==> src/rtl/sequence_generator_if.sv <==
// sequence_generator_if: control and serial-output signals of the pattern transmitter.
interface sequence_generator_if #(
    parameter int CNT_WIDTH = 4
);
    logic                 start;
    logic [CNT_WIDTH-1:0] rep_count;
    logic                 abort;
    logic                 out_bit;
    logic                 out_valid;
    logic                 busy;
    logic                 done;
    modport master (output start, rep_count, abort, input out_bit, out_valid, busy, done);
    modport slave (input start, rep_count, abort, output out_bit, out_valid, busy, done);
endinterface

==> src/rtl/sequence_generator.sv <==
// sequence_generator: shifts PATTERN out MSB-first for rep_count back-to-back repetitions.
// Defining SEQ_GEN_PARITY_EN appends an even-parity bit after every repetition.
module sequence_generator #(
    parameter int                   PAT_WIDTH = 7,
    parameter logic [PAT_WIDTH-1:0] PATTERN   = 7'b0110110,
    parameter int                   CNT_WIDTH = 4,
    parameter logic                 IDLE_BIT  = 1'b0
) (
    input logic                 clk,
    input logic                 rst,
    sequence_generator_if.slave sif
);
    localparam int IW = $clog2(PAT_WIDTH);
    localparam logic [IW-1:0] TOP = IW'(PAT_WIDTH - 1);
`ifdef SEQ_GEN_PARITY_EN
    localparam logic PAR_BIT = ^PATTERN;
    typedef enum logic [1:0] {IDLE, SEND, DONE, PAR} state_t;
`else
    typedef enum logic [1:0] {IDLE, SEND, DONE} state_t;
`endif
    state_t               state, state_n;
    logic [IW-1:0]        idx, idx_n;
    logic [CNT_WIDTH-1:0] rep, rep_n;
    logic                 bit_n, valid_n;
    always_comb begin
        state_n = state;
        idx_n   = idx;
        rep_n   = rep;
        case (state)
            IDLE: if (sif.start) begin
                state_n = sif.rep_count != '0 ? SEND : DONE;
                rep_n   = sif.rep_count;
                idx_n   = TOP;
            end
            SEND: if (sif.abort) begin
                state_n = IDLE;
                idx_n   = TOP;
                rep_n   = '0;
            end else if (idx == '0) begin
                // the repetition just finished is retired on its last bit
                rep_n   = rep - CNT_WIDTH'(1);
                idx_n   = TOP;
`ifdef SEQ_GEN_PARITY_EN
                state_n = PAR;
`else
                state_n = rep_n != '0 ? SEND : DONE;
`endif
            end else begin
                idx_n = idx - IW'(1);
            end
`ifdef SEQ_GEN_PARITY_EN
            PAR: begin
                state_n = sif.abort ? IDLE : (rep != '0 ? SEND : DONE);
                rep_n   = sif.abort ? '0 : rep;
            end
`endif
            default: state_n = IDLE;
        endcase
`ifdef SEQ_GEN_PARITY_EN
        valid_n = state_n == SEND || state_n == PAR;
        bit_n   = state_n == SEND ? PATTERN[idx_n] : (state_n == PAR ? PAR_BIT : IDLE_BIT);
`else
        valid_n = state_n == SEND;
        bit_n   = state_n == SEND ? PATTERN[idx_n] : IDLE_BIT;
`endif
    end
    // outputs are registered from next-state values so they align with the state they describe
    always_ff @(posedge clk) begin
        if (rst) begin
            state         <= IDLE;
            idx           <= TOP;
            rep           <= '0;
            sif.out_bit   <= IDLE_BIT;
            sif.out_valid <= 1'b0;
            sif.busy      <= 1'b0;
            sif.done      <= 1'b0;
        end else begin
            state         <= state_n;
            idx           <= idx_n;
            rep           <= rep_n;
            sif.out_bit   <= bit_n;
            sif.out_valid <= valid_n;
            sif.busy      <= state_n != IDLE;
            sif.done      <= state_n == DONE;
        end
    end
endmodule

==> src/flat_wrapper.sv <==
// flat-port wrapper written by rule: the top's interface ports become plain ports
module sequence_generator_flat 
#(
    parameter int                   PAT_WIDTH = 7,
    parameter logic [PAT_WIDTH-1:0] PATTERN   = 7'b0110110,
    parameter int                   CNT_WIDTH = 4,
    parameter logic                 IDLE_BIT  = 1'b0
)
  (clk, rst, sif_start, sif_rep_count, sif_abort, sif_out_bit, sif_out_valid, sif_busy, sif_done);
  sequence_generator_if #(.CNT_WIDTH(CNT_WIDTH)) sif_i ();
  input logic clk;
  input logic rst;
  input wire logic [$bits(sif_i.start)-1:0] sif_start;
  input wire logic [$bits(sif_i.rep_count)-1:0] sif_rep_count;
  input wire logic [$bits(sif_i.abort)-1:0] sif_abort;
  output wire logic [$bits(sif_i.out_bit)-1:0] sif_out_bit;
  output wire logic [$bits(sif_i.out_valid)-1:0] sif_out_valid;
  output wire logic [$bits(sif_i.busy)-1:0] sif_busy;
  output wire logic [$bits(sif_i.done)-1:0] sif_done;
  assign sif_i.start = sif_start;
  assign sif_i.rep_count = sif_rep_count;
  assign sif_i.abort = sif_abort;
  assign sif_out_bit = sif_i.out_bit;
  assign sif_out_valid = sif_i.out_valid;
  assign sif_busy = sif_i.busy;
  assign sif_done = sif_i.done;
  sequence_generator #(.PAT_WIDTH(PAT_WIDTH), .PATTERN(PATTERN), .CNT_WIDTH(CNT_WIDTH), .IDLE_BIT(IDLE_BIT)) u_core (.clk(clk), .rst(rst), .sif(sif_i));
endmodule
==> config.mk <==
export PLATFORM = sky130hd
export DESIGN_NAME = sequence_generator_flat
export DESIGN_NICKNAME = d
export VERILOG_FILES = /design/src/rtl/sequence_generator_if.sv /design/src/rtl/sequence_generator.sv /design/src/flat_wrapper.sv
export SDC_FILE = /design/constraint.sdc
export NUM_CORES = 1
export LEC_CHECK = 0
export BUFFER_PORTS_ARGS = -buffer_cell sky130_fd_sc_hd__buf_2
export CAP_MARGIN = 20
export CORE_MARGIN = 2
export CORE_UTILIZATION = 35
export CTS_CLUSTER_SIZE = 28
export DETAILED_ROUTE_END_ITERATION = 16
export SLEW_MARGIN = 15
export SYNTH_ARGS = -nofsm -noshare
export SYNTH_HDL_FRONTEND = slang
export SYNTH_SLANG_ARGS = --single-unit
==> constraint.sdc <==
create_clock -name clk -period 4.4 [get_ports clk]
set_input_delay 0.88 -clock clk [delete_from_list [all_inputs] [get_ports clk]]
set_output_delay 0.88 -clock clk [all_outputs]
set_load 0.05 [all_outputs]
==> impl_metrics.json <==
{
  "slowest_stage": "dfxtp_1",
  "hp-class": "reg -> reg",
  "status": "complete, no violations",
  "yosys_warnings": 0,
  "drt-total-wl_mm": 1.567,
  "final_nets": 109,
  "initial_utilization": 0.3647,
  "chipWidth_um": 48.98,
  "drv_cap": 0,
  "ir_worst_vdd_uv": 133.7,
  "finClkSkew_ps": 8.100,
  "synth_area_um2": 708.2,
  "cp_max_fo": 6,
  "dr.first_iter.drc_count": 16,
  "cp_num_buf_inv": 1,
  "port_buffers": 11,
  "synth_ff_type": "dfxtp_1",
  "synthCells": 83,
  "synthesis.nets": 95,
  "synth_most_common_cell": "dfxtp_1",
  "endpoint_kind": "flip-flop",
  "fin_crit_ps": 1897,
  "cts_buffers": 3,
  "clock_latency_ps": 280,
  "synth_top_cell_by_area": "dfxtp_1",
  "clockBufferDepth": 2,
  "final.setup.tns_ps": 0,
  "worstMarginPinSlew_ps": 439.3,
  "synth_top_cell_area_share": 0.3675,
  "syn-mean-instance-area_um2": 8.532,
  "grt_first_pass_wirelength_mm": 2.635,
  "core_area_mm2": 0.001942,
  "drive_gt1_frac": 0.1563,
  "final_max_slew_viol_count": 0,
  "htreeDepth": 1,
  "grt_overflow": 0,
  "rsz0062_at_grt": "no",
  "min_period_over_period": 0.4311,
  "dr.pass1.iters": 5,
  "dp_slack_ps": 2250,
  "seq_area_frac_synth": 0.3675,
  "cpLargestDelayFamily": "simple AND/OR/NAND/NOR gates",
  "max_freq_mhz": 527.2,
  "wl_per_cell_um": 12.74,
  "grtUsageTotal": 0.1519,
  "cts_tree": "done",
  "multiInputGateArea_um2": 412.9,
  "ys_async_sr_fraction": 0,
  "critical-path-max-stage-delay_ps": 440,
  "critical_path_class": "reg -> reg",
  "synth_edf_count": 0,
  "crit_arrival_ps": 2060,
  "power_leakage_nw": 0.3424,
  "cts_setup_buffers": 0,
  "grt_max_degree": 14,
  "cts_sinks": 13,
  "maxSlewHeadroom": 0.7044,
  "fin_ws_ps": 2503,
  "regArea_um2": 260.3,
  "synthDistinctLibCells": 34,
  "final-setup-viol-count": 0,
  "die-area_mm2": 0.002399,
  "via_per_inst": 5.285,
  "cp.required_ps": 4560,
  "antenna_found_initial": 0,
  "antenna_left": 0,
  "synthTopCellsByArea": "dfxtp_1 37%, ha_1 7.1%, nand2b_1 4.4%, inv_1 3.7%, a2bb2oi_1 3.7%",
  "num_rows": 16,
  "cts-root-buf": "clkbuf_4",
  "path_clk_slew_ps": 80,
  "cp_cell_sequence": "inv_1, ha_1, xor2_1, nor4_1, a2bb2oi_1, nor3_1",
  "final_hold_viol_count": 0,
  "cp-start-kind": "flip-flop",
  "filler_cell_count": 211,
  "grt_pass1_vias": 567,
  "diodes": 0,
  "gp_congestion": 0.7968,
  "yosys_register_bits": 13,
  "drc_errors": 0,
  "via_count": 650,
  "area_delta_synth_final_pct": 15.02,
  "ys_top_cells_by_count": "13 x dfxtp_1, 7 x inv_1, 6 x nand2_1, 5 x nand2b_1, 5 x nor3_1",
  "dieHeight_um": 48.98,
  "ios": 12,
  "holdBufCountCts": 0,
  "power_density_mw_per_mm2": 322.7,
  "ctsResizeCount": 0,
  "hpwl_mm": 1.205
}
cells in the final DEF (no fill, tap or decap):
cell type  instances
o31a_1             1
nor3_1             5
or3_1              1
and4_1             1
nand3b_1           1
ha_1               4
or4_1              1
or2_0              1
o21bai_1           2
nand2b_1           5
o221ai_1           1
nor4_1             3
nor2_1             3
a31oi_1            1
a32o_1             1
or3b_1             1
a21oi_2            1
o21ai_0            1
nand3_1            1
o2bb2ai_1          1
a2bb2oi_1          3
clkbuf_4           3
buf_2             11
xor2_1             1
o21ai_1            1
o211ai_1           1
a211oi_1           3
clkbuf_1           1
nand2_1            6
inv_1              7
dfxtp_1           13
a21oi_1            4
a21bo_1            1
nor2b_1            4
o21a_1             1
where the power goes:
part	leakage, nW	switching, mW	internal (mW)	total [mW]
Clock	0.0150	0.0392	0.0352	0.0744
Combinational	0.221	0.0338	0.0222	0.0560
Sequential	0.107	0.00713	0.125	0.132
Total	0.342	0.0801	0.183	0.263
worst reg2reg max path, cell delays in order, from the launching register on:
cell	delay, ps
dfxtp_1	440
inv_1	70
ha_1	240
xor2_1	150
nor4_1	400
a2bb2oi_1	390
nor3_1	100
metal layers:
| metal | track usage | vias up | part of all wire |
|---|---|---|---|
| met5 | 0 | - | 0 |
| met4 | 0.08571 | 0 | 0.016 |
| met3 | 0.04908 | 4 | 0.059 |
| met2 | 0.2329 | 18 | 0.45 |
| met1 | 0.1870 | 299 | 0.47 |
| li1 | - | 329 | - |
per-stage QoR:
stage | cell area (µm²) | power, mW | instances | utilization | hold slack (ps)
final | 814.5 | 0.2628 | 123 | 0.4195 | 491.2
after global routing | 814.5 | 0.2821 | 123 | 0.4195 | 525.5
after CTS | 814.5 | 0.2658 | 123 | 0.4195 | 494.1
after detailed placement | 788.3 | 0.1912 | 119 | 0.4059 | 483.0
after global placement | 788.3 | 0.1903 | 119 | 0.4059 | 477.5
after floorplan | 708.2 | 0.1758 | 83 | - | 459.1
layout make-up:
class | count | area share
well taps | 27 | 0.04147
multi-input cells | 61 | 0.5069
flip-flops and latches | 13 | 0.3195
clock buffers | 4 | 0.03226
repair buffers | 11 | 0.06759
inverters | 7 | 0.03226
path summary, 6_finish.rpt:
| path | slack (ps) | cells past startpoint | end | from |
|---|---|---|---|---|
| worst min register to register | 490 | 2 | u_core.idx[0] | u_core.idx[0] |
| worst min-delay path | 490 | 2 | u_core.idx[0] | u_core.idx[0] |
| worst max register to register | 2500 | 6 | u_core.sif.out_bit | u_core.rep[0] |
| worst max-delay path | 2500 | 6 | u_core.sif.out_bit | u_core.rep[0] |
cells by family after synthesis:
group	after synthesis	share of synthesized area
xor+xnor	1	0.01237
fa+ha+maj	4	0.07067
simple gates	33	0.2597
compound gates	23	0.2403
buf+inv	9	0.04946
flops	13	0.3675
flip-flops by register name (all words and copies together) (netlist names):
signal,count
u_core.idx,3
u_core.rep,4
u_core.sif.busy,1
u_core.sif.done,1
u_core.sif.out_bit,1
u_core.sif.out_valid,1
u_core.state,2
Power figures use the tool's default switching activity.
